### src/rtl/lbm_fill_pkg.sv
// Shared types and default geometry for the LBM cell fill master.
// Grid is stored row-major, one DATA_W word per cell.
package lbm_fill_pkg;

    localparam int COORD_W_DEF = 27;
    localparam int GRID_W_DEF  = 320;
    localparam int GRID_H_DEF  = 240;
    localparam int ADDR_W_DEF  = 17;
    localparam int DATA_W_DEF  = 32;
    localparam int LEN_W_DEF   = 16;

    localparam int LAST_CELL = GRID_W_DEF * GRID_H_DEF - 1;

    typedef enum logic [1:0] {
        IDLE  = 2'd0,
        CALC  = 2'd1,
        WRITE = 2'd2,
        DONE  = 2'd3
    } state_t;

endpackage

### src/rtl/lbm_cell_addr.sv
// Registers the row-major word address y*GRID_W+x and an out-of-grid flag
// when en_i is high; results are valid the cycle after, no backpressure.
module lbm_cell_addr
    import lbm_fill_pkg::*;
#(
    parameter int COORD_W = COORD_W_DEF,
    parameter int GRID_W  = GRID_W_DEF,
    parameter int GRID_H  = GRID_H_DEF,
    parameter int ADDR_W  = ADDR_W_DEF
) (
    input  logic               clk,
    input  logic               reset_n,
    input  logic               en_i,
    input  logic [COORD_W-1:0] x_i,
    input  logic [COORD_W-1:0] y_i,
    output logic [ADDR_W-1:0]  base_o,
    output logic               oob_o
);

    localparam int PROD_W = 2 * COORD_W;

    logic [ADDR_W-1:0] base_d, base_q;
    logic              oob_d, oob_q;

    // Full-width product; truncation is only meaningful when oob is clear.
    always_comb begin
        base_d = ADDR_W'(PROD_W'(y_i) * PROD_W'(GRID_W) + PROD_W'(x_i));
        oob_d  = (x_i >= COORD_W'(GRID_W)) || (y_i >= COORD_W'(GRID_H));
    end

    always_ff @(posedge clk or negedge reset_n) begin
        if (!reset_n) begin
            base_q <= '0;
            oob_q  <= 1'b0;
        end else if (en_i) begin
            base_q <= base_d;
            oob_q  <= oob_d;
        end
    end

    assign base_o = base_q;
    assign oob_o  = oob_q;

endmodule

### src/rtl/lbm_cell_fill_master.sv
// Turns one toggle-handshake PIO command into a run of single-word Avalon writes.
// First write two cycles after command detect; m_waitrequest stalls the current beat.
module lbm_cell_fill_master
    import lbm_fill_pkg::*;
#(
    parameter int COORD_W = COORD_W_DEF,
    parameter int GRID_W  = GRID_W_DEF,
    parameter int GRID_H  = GRID_H_DEF,
    parameter int ADDR_W  = ADDR_W_DEF,
    parameter int DATA_W  = DATA_W_DEF,
    parameter int LEN_W   = LEN_W_DEF
) (
    input  logic               clk,
    input  logic               reset_n,
    input  logic [COORD_W-1:0] x_coord,
    input  logic [COORD_W-1:0] y_coord,
    input  logic [DATA_W-1:0]  fill_data,
    input  logic [LEN_W-1:0]   run_len,
    input  logic               cmd_req,
    output logic               cmd_ack,
    output logic               busy,
    output logic               err,
    output logic [ADDR_W-1:0]  m_address,
    output logic               m_write,
    output logic [DATA_W-1:0]  m_writedata,
    input  logic               m_waitrequest
);

    localparam logic [ADDR_W-1:0] LastAddr = ADDR_W'(GRID_W * GRID_H - 1);

    state_t             state_q;
    logic               cmd_ack_q, busy_q, err_q, m_write_q;
    logic [ADDR_W-1:0]  m_address_q;
    logic [DATA_W-1:0]  m_writedata_q;
    logic [LEN_W-1:0]   remaining_q;
    logic               accept;
    logic [ADDR_W-1:0]  base;
    logic               oob;

    assign accept = (state_q == IDLE) && (cmd_req != cmd_ack_q);

    // Coordinates are captured by the address stage at the accept edge only.
    lbm_cell_addr #(
        .COORD_W (COORD_W),
        .GRID_W  (GRID_W),
        .GRID_H  (GRID_H),
        .ADDR_W  (ADDR_W)
    ) u_addr (
        .clk     (clk),
        .reset_n (reset_n),
        .en_i    (accept),
        .x_i     (x_coord),
        .y_i     (y_coord),
        .base_o  (base),
        .oob_o   (oob)
    );

    always_ff @(posedge clk or negedge reset_n) begin
        if (!reset_n) begin
            state_q       <= IDLE;
            cmd_ack_q     <= 1'b0;
            busy_q        <= 1'b0;
            err_q         <= 1'b0;
            m_write_q     <= 1'b0;
            m_address_q   <= '0;
            m_writedata_q <= '0;
            remaining_q   <= '0;
        end else begin
            case (state_q)
                IDLE: begin
                    if (accept) begin
                        m_writedata_q <= fill_data;
                        remaining_q   <= run_len;
                        err_q         <= 1'b0;
                        busy_q        <= 1'b1;
                        state_q       <= CALC;
                    end
                end
                CALC: begin
                    if (oob) begin
                        err_q   <= 1'b1;
                        state_q <= DONE;
                    end else if (remaining_q == '0) begin
                        state_q <= DONE;
                    end else begin
                        m_address_q <= base;
                        m_write_q   <= 1'b1;
                        state_q     <= WRITE;
                    end
                end
                WRITE: begin
                    if (!m_waitrequest) begin
                        if (remaining_q == LEN_W'(1)) begin
                            m_write_q <= 1'b0;
                            state_q   <= DONE;
                        end else if (m_address_q == LastAddr) begin
                            // Run would leave the grid: stop at the last cell.
                            err_q     <= 1'b1;
                            m_write_q <= 1'b0;
                            state_q   <= DONE;
                        end else begin
                            m_address_q <= m_address_q + ADDR_W'(1);
                            remaining_q <= remaining_q - LEN_W'(1);
                        end
                    end
                end
                DONE: begin
                    cmd_ack_q <= ~cmd_ack_q;
                    busy_q    <= 1'b0;
                    state_q   <= IDLE;
                end
                default: state_q <= IDLE;
            endcase
        end
    end

    assign cmd_ack     = cmd_ack_q;
    assign busy        = busy_q;
    assign err         = err_q;
    assign m_write     = m_write_q;
    assign m_address   = m_address_q;
    assign m_writedata = m_writedata_q;

endmodule

### config.mk
export PLATFORM = sky130hd
export DESIGN_NAME = lbm_cell_fill_master
export DESIGN_NICKNAME = d
export VERILOG_FILES = /design/src/rtl/lbm_fill_pkg.sv /design/src/rtl/lbm_cell_addr.sv /design/src/rtl/lbm_cell_fill_master.sv
export SDC_FILE = /design/constraint.sdc
export NUM_CORES = 1
export LEC_CHECK = 0
export CORE_MARGIN = 2
export CORE_UTILIZATION = 44
export DETAILED_ROUTE_END_ITERATION = 8
export PLACE_DENSITY = 0.78
export SLEW_MARGIN = 30
export SYNTH_ARGS = -nofsm -noshare
export SYNTH_HDL_FRONTEND = slang
export SYNTH_SLANG_ARGS = --single-unit
### constraint.sdc
create_clock -name clk -period 2.1 [get_ports clk]
set_clock_uncertainty 0.15 [all_clocks]
set_input_delay 0.315 -clock clk [delete_from_list [all_inputs] [get_ports clk]]
set_output_delay 0.315 -clock clk [all_outputs]
set_load 0.03 [all_outputs]
Word level (Yosys, flattened, before mapping)

Cells that the tools add are included.

Output and inout bits: 53
Input port bits: 106
Register bits: 89
Word-level logic and storage cells: 79

$add $sub $neg: 3
Bitwise logic cells: 1
Reductions and logical operators: 15
$mul: 1
Magnitude comparators: 2
Muxes and demuxes: 32
Eq/ne operators: 15

Operator list:

| operator                                                                | number |
|---|---|
| 17-bit 2-to-1 mux                                                       | 5 |
| 16-bit 2-to-1 mux                                                       | 4 |
| 17-bit case mux with 2 select lines                                     | 1 |
| 16-bit case mux with 2 select lines                                     | 1 |
| 27-bit by 8-bit >= comparator with 1-bit output (second input constant) | 1 |
| 27-bit by 9-bit >= comparator with 1-bit output (second input constant) | 1 |
| 27-bit by 3-bit multiplier with 11-bit output (second input constant)   | 1 |
| 17-bit by 1-bit adder with 17-bit output (second input constant)        | 1 |
| 17-bit adder                                                            | 1 |
| 17-bit equality test (second input constant)                            | 1 |
| 16-bit by 1-bit equality test with 1-bit output (second input constant) | 1 |
| 16-bit logical NOT                                                      | 1 |
| 16-bit by 1-bit subtractor with 16-bit output (second input constant)   | 1 |
| 2-bit != test (second input constant)                                   | 7 |
| 1-bit 2-to-1 mux                                                        | 13 |
| 6-bit AND reduction                                                     | 2 |
| 5-bit AND reduction                                                     | 2 |
| 2-bit 2-to-1 mux                                                        | 4 |
| 2-bit case mux with 4 select lines                                      | 1 |
| 2-bit nonzero test                                                      | 3 |
| 2-bit equality test (second input constant)                             | 2 |
| 1-bit case mux with 2 select lines                                      | 2 |
| 2-bit AND reduction                                                     | 2 |
| 3-bit != test (second input constant)                                   | 1 |
| 10 further kinds                                                        | 10 |

Depth between registers and ports, before layout

Gate-level depths: netlist (run 1).

Depth after elaboration: 5
Depth in mapped cells: 13

Modules after synthesis

A second synthesis (run 1) with hierarchy kept.

Cell total of the unflattened synthesis: 546
Area, all modules: 5565.3 um^2

Modules (own cells, without submodules):

| module               | instances | cells each | area each (um^2) |
|---|---|---|---|
| lbm_cell_fill_master | 1         | 395        | 4013.8 |
| lbm_cell_addr        | 1         | 151        | 1551.5 |

Worst setup path after synthesis (run 1)

Ideal clock, no wire load.

Kind: input-to-reg
From: in y_coord[1]
To: reg u_addr.base_q[16], in the netlist u_addr.base_o[16]
Arrival time: 2.748 ns
Stages: 13
Data required time: 1.814 ns
Slack: -0.934 ns
Path through: ha_1 ha_1 fa_1 a21o_1 a21oi_1 xnor2_1 ha_1 a21oi_1 nand2_1 o21ai_0 o21ai_0 xnor2_1 o21ai_0

Cells in the longest elaborated chain, start to end: 2

Ends and longest elaborated chain:

| what                                          | RTL line                   | RTL |
|---|---|---|
| from (decl)                                   | lbm_cell_fill_master.sv:16 | `input logic [COORD_W-1:0] y_coord,` |
| 27-bit by 3-bit multiplier with 11-bit output | lbm_cell_addr.sv:27        | `base_d = ADDR_W'(PROD_W'(y_i) * PROD_W'(GRID_W) + PROD_W'(x_i));` |
| 17-bit adder                                  | lbm_cell_addr.sv:27        |  |
| to (signal assigned)                          | lbm_cell_addr.sv:36        | `base_q <= base_d;` |
| to (decl)                                     | lbm_cell_addr.sv:22        | `logic [ADDR_W-1:0] base_d, base_q;` |

Every way passes these cells.
A chain may end at the register's enable or synchronous reset.

Worst setup path after layout (run 1)

From: in y_coord[3]
To: reg u_addr.base_q[16], in the netlist u_addr.base_o[16]

The elaborated chain is that of the path after synthesis.

==> flow_summary.yaml, run 1 <==
run_status:
  status: "complete, but fails checks"
  violations: "negative setup slack"
sta:
  fmax_mhz: 386
  fin_ws_ns: -0.492
  setup_tns_ns: -4.23
  finalHoldViolations: 0
  post-route-period-util: 1.23
  finalSetupViolations: 33
  grt_setup_unrepaired: "true"
  worst_pin_slew_ns: 0.531
  slew-limit-headroom: 0.646
  slew_violations: 0
  final.min_clock_period_ns: 2.59
place:
  dp_hpwl_um: 13300
  dp_worst_setup_slack_ns: -1.31
  io_buffers: 158
  place.gp.congestion: 0.918
final_layout:
  nets: 1040
  drive_above_1_share: 0.327
  area_growth_pct: 71.5
  final_common_cell: "nand2_1"
  layout_common_cells: "157 x nand2_1, 147 x clkdlybuf4s50_1, 114 x buf_4"
  diodes: 0
critical_path:
  cp_top_family: "adder cells"
  critical_path_class: "in2reg"
  startpoint_type: "primary input"
  cp.required_ns: 2.18
  r2r-start: "state_q[0]$_DFFE_PN0P_"
  cp_num_cells: 14
  crit_path_max_incr_delay_ns: 0.33
  crit_buf_inv: 1
  worst-path-max-fanout: 2
  cp.arrival_ns: 2.67
  worst_path_most_repeated_cell: "ha_4"
  crit_chain: "buf_8, ha_4, ha_4, fa_2, a21o_1, a21oi_4, xnor2_2, ha_4, a21oi_4, nand2_2, o21ai_4, o21ai_2, xnor2_1, o21ai_1"
  r2r_cells: 8
  slowest_stage: "fa_2"
  end_kind: "register"
  critPathLaunch: "y_coord[3]"
clocking:
  cts_buffer_depth: 2
  root_buffer: "clkbuf_16"
  cts_tree: "yes"
  clock_latency_ns: 0.35
  htreeDepth: 3
  clk_pin_slew_ns: 0.06
  cts.sinks: 89
  cts_inserted_buffers: 9
pwr:
  p_comb_frac: 0.616
  p_clk_frac: 0.137
  internal-power_mw: 6.81
  swShare: 0.443
  p_leak_nw: 4.10
  p_switching_mw: 5.41
  p_seq_frac: 0.247
  p_per_area_mw_per_mm2: 1300
  ir_drop_mv: 0.663
  power.total_mw: 12.2
route:
  detail_route.wl_per_cell_um: 19.1
  drc_errors: 0
  via_per_inst: 5.68
  first_pass_iters: 7
  ant_nets: 0
  drt_iter0_drc: 614
  vias: 6084
  drt-total-wl_um: 20500
worst_hold_path:
  hold_start: "y_coord[0]"
  hold_path_depth: 5
  hp-class: "in2reg"
grt:
  grt_max_degree: 43
  grt_pass1_wl_um: 30000
  antenna_found_initial: 0
  grt-ovfl-total: 0
  track_usage: 0.285
  grt_pass1_vias: 6227
synth:
  synth-seq-area-share: 0.407
  ys_types: 78
  synth-seq-cells: 89
  synth_ff_type: "dfrtp_1"
  syn_nets: 751
  async_flop_share: 1.00
  yosys_warnings: 0
  synth.cell_area_mm2: 0.00547
  postSynthAreaPerCell_um2: 8.97
  synth_cells: 610
  synth_edf_count: 0
floorplan:
  core-area_mm2: 0.0121
  initial_utilization: 0.454
  rows: 40
  boundaryPins: 159
  dieArea_mm2: 0.0133
  die_x_um: 116
  die_h_um: 116
job:
  cap_violations: 0
power groups by stage:
stage / Combinational, mW / Sequential [mW] / Clock (mW)
2_1_floorplan: 2.76 / 3.78 / 0
3_3_place_gp: 6.15 / 2.95 / 0
3_5_place_dp: 6.33 / 2.99 / 0
4_1_cts: 6.81 / 2.97 / 1.68
5_1_grt: 7.96 / 3.09 / 1.75
6_report: 7.52 / 3.02 / 1.68
metal layers:
layer,track usage,share of wire
met3,0.0382,0.054
met5,0,0
met2,0.533,0.55
met1,0.313,0.37
met4,0.146,0.031
worst reg2reg max path: stages, from the launching register on:
cell     delay (ns)
dfrtp_1        0.38
inv_1          0.18
ha_1           0.28
inv_1          0.13
or2_2          0.43
nand3_4        0.18
buf_6          0.12
a21oi_2        0.05
o221a_2        0.24
final cells by class:
type                    count  area [um2]
clock inverters             6        71.3
inverters                  20        76.3
well taps                 168         210
repair buffers            301        2790
fillers                   738        2680
clock buffers              10         229
multi-input cells         478        3760
flip-flops and latches     89        2240
through the flow:
| step | hold WS (ns) | std cells | area (um2) | util |
|---|---|---|---|---|
| finish | 0.311 | 1072 | 9390 | 0.778 |
| CTS | 0.303 | 1064 | 8980 | 0.744 |
| floorplan | -0.131 | 610 | 5600 | - |
| global placement | 0.165 | 1029 | 8200 | 0.680 |
| global route | 0.321 | 1072 | 9390 | 0.778 |
| detailed placement | 0.178 | 1029 | 8200 | 0.680 |
registers in the layout, summed over array words and instances (netlist names), 2 cells and up:
name           flops
state_q            2
m_writedata       32
u_addr.base_o     17
m_address         17
remaining_q       16
cells in the mapped netlist (all sizes together) (13+ instances only):
master    n  area [um2]
a21oi    25         129
buf      14        77.6
dfrtp    89        2230
ha       33         413
inv      19        71.3
nand2   160         601
nand3    23         128
nor2     35         134
nor3     20         105
nor4     13         103
o21ai    26         134
kinds of logic after synthesis:
logic type                 synth area share
and+or+nand+nor                       0.253
AOI/OAI and AO/OA                     0.174
DFF                                   0.407
buffers and inverters                0.0341
adders and majority gates            0.0828
xor gates and xnor gates             0.0320
muxes                                0.0172
timing repair:
item	in CTS	in global routing
hold buffers	1	0
gates resized for setup	84	79
endpoints found under the setup margin	37	44
endpoints found under the hold margin	34	0
cloned	0	1
pin swaps	58	51
buffers inserted	19	9
final timing paths:
check	end	slack, ns
min in group asynchronous	remaining_q[7]$_DFFE_PN0P_	0.34
max in group asynchronous	m_address[1]$_DFFE_PN0P_	0.85
min	u_addr.base_o[6]$_DFFE_PN0P_	0.31
max reg2reg	remaining_q[10]$_DFFE_PN0P_	-0.16
max	u_addr.base_o[16]$_DFFE_PN0P_	-0.49
min reg2reg	m_writedata[6]$_DFFE_PN0P_	0.33
No activity file was read; power rests on OpenSTA's default activity.
==> run 2, diff against run 1 <==
--- a/config.mk
+++ b/config.mk
@@ -8,6 +8,7 @@
 export CORE_MARGIN = 2
 export CORE_UTILIZATION = 44
 export DETAILED_ROUTE_END_ITERATION = 8
+export GPL_TIMING_DRIVEN = 0
 export PLACE_DENSITY = 0.78
 export SLEW_MARGIN = 30
 export SYNTH_ARGS = -nofsm -noshare
==> run 2 against run 1 <==
Net effect: the run still ends with negative setup slack left; global-route usage fell by 0.31 points; utilization fell by 2.4 points; first-iteration DRC count fell by 13%; combinational power fell by 3.5%; clock-buffer cell count did not move; final area fell by 3.1%; register-to-register slack barely moved; cell count fell by 4.7%; maximum frequency fell by 7.4%; setup slack got worse by 0.21 ns; sequential power rose by 5%.
==> flow_summary.yaml, run 2 (same netlist as run 1, synthesis figures left out) <==
critical_path:
  cp.arrival_ns: 2.86
  worst-path-max-fanout: 3
  end_kind: "register"
  cp.required_ns: 2.16
  crit_chain: "buf_8, ha_4, ha_4, fa_2, a21o_1, a21oi_4, o21bai_1, a21oi_2, xnor2_1, ha_1, a21oi_2, o21ai_2, xnor2_1, o21ai_1"
  critical_path_class: "in2reg"
  startpoint_type: "primary input"
  crit_path_max_incr_delay_ns: 0.35
  slowest_stage: "fa_2"
floorplan:
  initial_utilization: 0.454
  die_h_um: 116
  boundaryPins: 159
  die_x_um: 116
  rows: 40
  dieArea_mm2: 0.0133
  core-area_mm2: 0.0121
final_layout:
  layout_common_cells: "157 x nand2_1, 149 x clkdlybuf4s50_1, 71 x dfrtp_1"
  nets: 991
  final_cell_area_mm2: 0.00910
  n_fill_cell: 797
  largest_reg_flops: 32
  diodes: 0
  final_common_cell: "nand2_1"
  area_growth_pct: 66.3
  drive_above_1_share: 0.287
  post-route-util: 0.754
  final_cells: 1022
route:
  first_pass_iters: 5
  detail_route.wl_per_cell_um: 19.8
  drt-total-wl_um: 20200
  vias: 5876
  via_per_inst: 5.75
  drc_errors: 0
  drt_iter0_drc: 535
  ant_nets: 0
sta:
  post-route-period-util: 1.33
  fmax_mhz: 357
  grt_setup_unrepaired: "true"
  finalHoldViolations: 0
  worst_pin_slew_ns: 0.638
  fin_ws_ns: -0.699
  slew-limit-headroom: 0.575
  final.min_clock_period_ns: 2.80
  slew_violations: 0
  finalSetupViolations: 42
clocking:
  clk_pin_slew_ns: 0.06
  clock_latency_ns: 0.35
  htreeDepth: 3
  cts_inserted_buffers: 9
  cts_buffer_depth: 2
  root_buffer: "clkbuf_16"
  cts.sinks: 89
  cts_tree: "yes"
pwr:
  p_seq_frac: 0.263
  p_comb_frac: 0.603
  p_leak_nw: 3.79
  internal-power_mw: 6.62
  p_switching_mw: 5.41
  p_clk_frac: 0.134
  p_per_area_mw_per_mm2: 1320
  ir_drop_mv: 0.519
  swShare: 0.450
grt:
  grt_pass1_wl_um: 29300
  track_usage: 0.282
  grt_pass1_vias: 5806
  grt-ovfl-total: 0
  antenna_found_initial: 0
  grt_max_degree: 47
place:
  io_buffers: 158
  dp_hpwl_um: 12700
  place.gp.congestion: 0.887
  post-place-cells: 937
  place_area_mm2: 0.00742
  dp_worst_setup_slack_ns: -1.61
run_status:
  violations: "negative setup slack"
  status: "complete, but fails checks"
job:
  cap_violations: 0
worst_hold_path:
  hp-class: "in2reg"
-- run 2: routing by layer --
| metal | GRT usage | up-vias | wire, um |
|---|---|---|---|
| li1 | - | 2684 | - |
| met3 | 0.0408 | 84 | 1050 |
| met4 | 0.137 | 0 | 904 |
| met5 | 0 | - | 0 |
| met1 | 0.316 | 2830 | 7390 |
| met2 | 0.521 | 278 | 10900 |
-- run 2: metrics by stage --
| step | hold WS (ns) | TNS [ns] | power [mW] |
|---|---|---|---|
| 5_1_grt | 0.255 | -8.56 | 12.6 |
| 4_1_cts | 0.219 | -3.23 | 11.2 |
| 3_3_place_gp | 0.310 | -264.79 | 8.31 |
| 6_report | 0.253 | -5.68 | 12.0 |
| 2_1_floorplan | -0.131 | -2.57 | 6.54 |
| 3_5_place_dp | 0.110 | -28.61 | 8.55 |
-- run 2: repair_timing --
action	4_1_cts	5_1_grt
endpoints found under the setup margin	44	85
gates resized for setup	135	73
gates cloned	4	0
hold buffers	1	0
pin swaps	68	48
endpoints found under the hold margin	43	0
setup buffers	45	23
-- run 2: worst paths after layout --
check / from / endpoint / cells after the start / slack, ns
hold reg to reg: u_addr.base_o[5]$_DFFE_PN0P_ / u_addr.base_o[5]$_DFFE_PN0P_ / 2 / 0.33
max in group asynchronous: reset_n / m_address[0]$_DFFE_PN0P_ / 3 / 0.91
min in group asynchronous: reset_n / remaining_q[13]$_DFFE_PN0P_ / 2 / 0.31
hold / removal: y_coord[0] / u_addr.base_o[6]$_DFFE_PN0P_ / 4 / 0.25
setup / recovery: y_coord[3] / u_addr.base_o[16]$_DFFE_PN0P_ / 14 / -0.70
setup reg to reg: remaining_q[6]$_DFFE_PN0P_ / remaining_q[2]$_DFFE_PN0P_ / 9 / -0.17
-- run 2: worst max-delay path, delay by kind of cell --
family	cells	cell delay (ns)
adders and majority gates	4	1.06
AOI/OAI and AO/OA	7	1.01
buffers and inverters	1	0.10
xor gates and xnor gates	2	0.37
-- run 2: final cells by class --
| class | count | area, um2 | area share |
|---|---|---|---|
| clock buffers | 10 | 229 | 0.0252 |
| clock inverters | 5 | 58.8 | 0.00646 |
| multi-input cells | 478 | 3830 | 0.421 |
| repair buffers | 230 | 2290 | 0.251 |
| inverters | 20 | 80.1 | 0.00880 |
| plain buffers | 22 | 153 | 0.0168 |
| well taps | 168 | 210 | 0.0231 |
| flip-flops and latches | 89 | 2250 | 0.247 |
-- run 2: power by group through the flow --
| stage | sequential (mW) | clock, mW | combinational (mW) |
|---|---|---|---|
| floorplan | 3.78 | 0 | 2.76 |
| detailed placement | 3.13 | 0 | 5.42 |
| finish | 3.16 | 1.61 | 7.26 |
| global placement | 3.08 | 0 | 5.23 |
| CTS | 3.08 | 1.61 | 6.51 |
| global route | 3.24 | 1.69 | 7.71 |
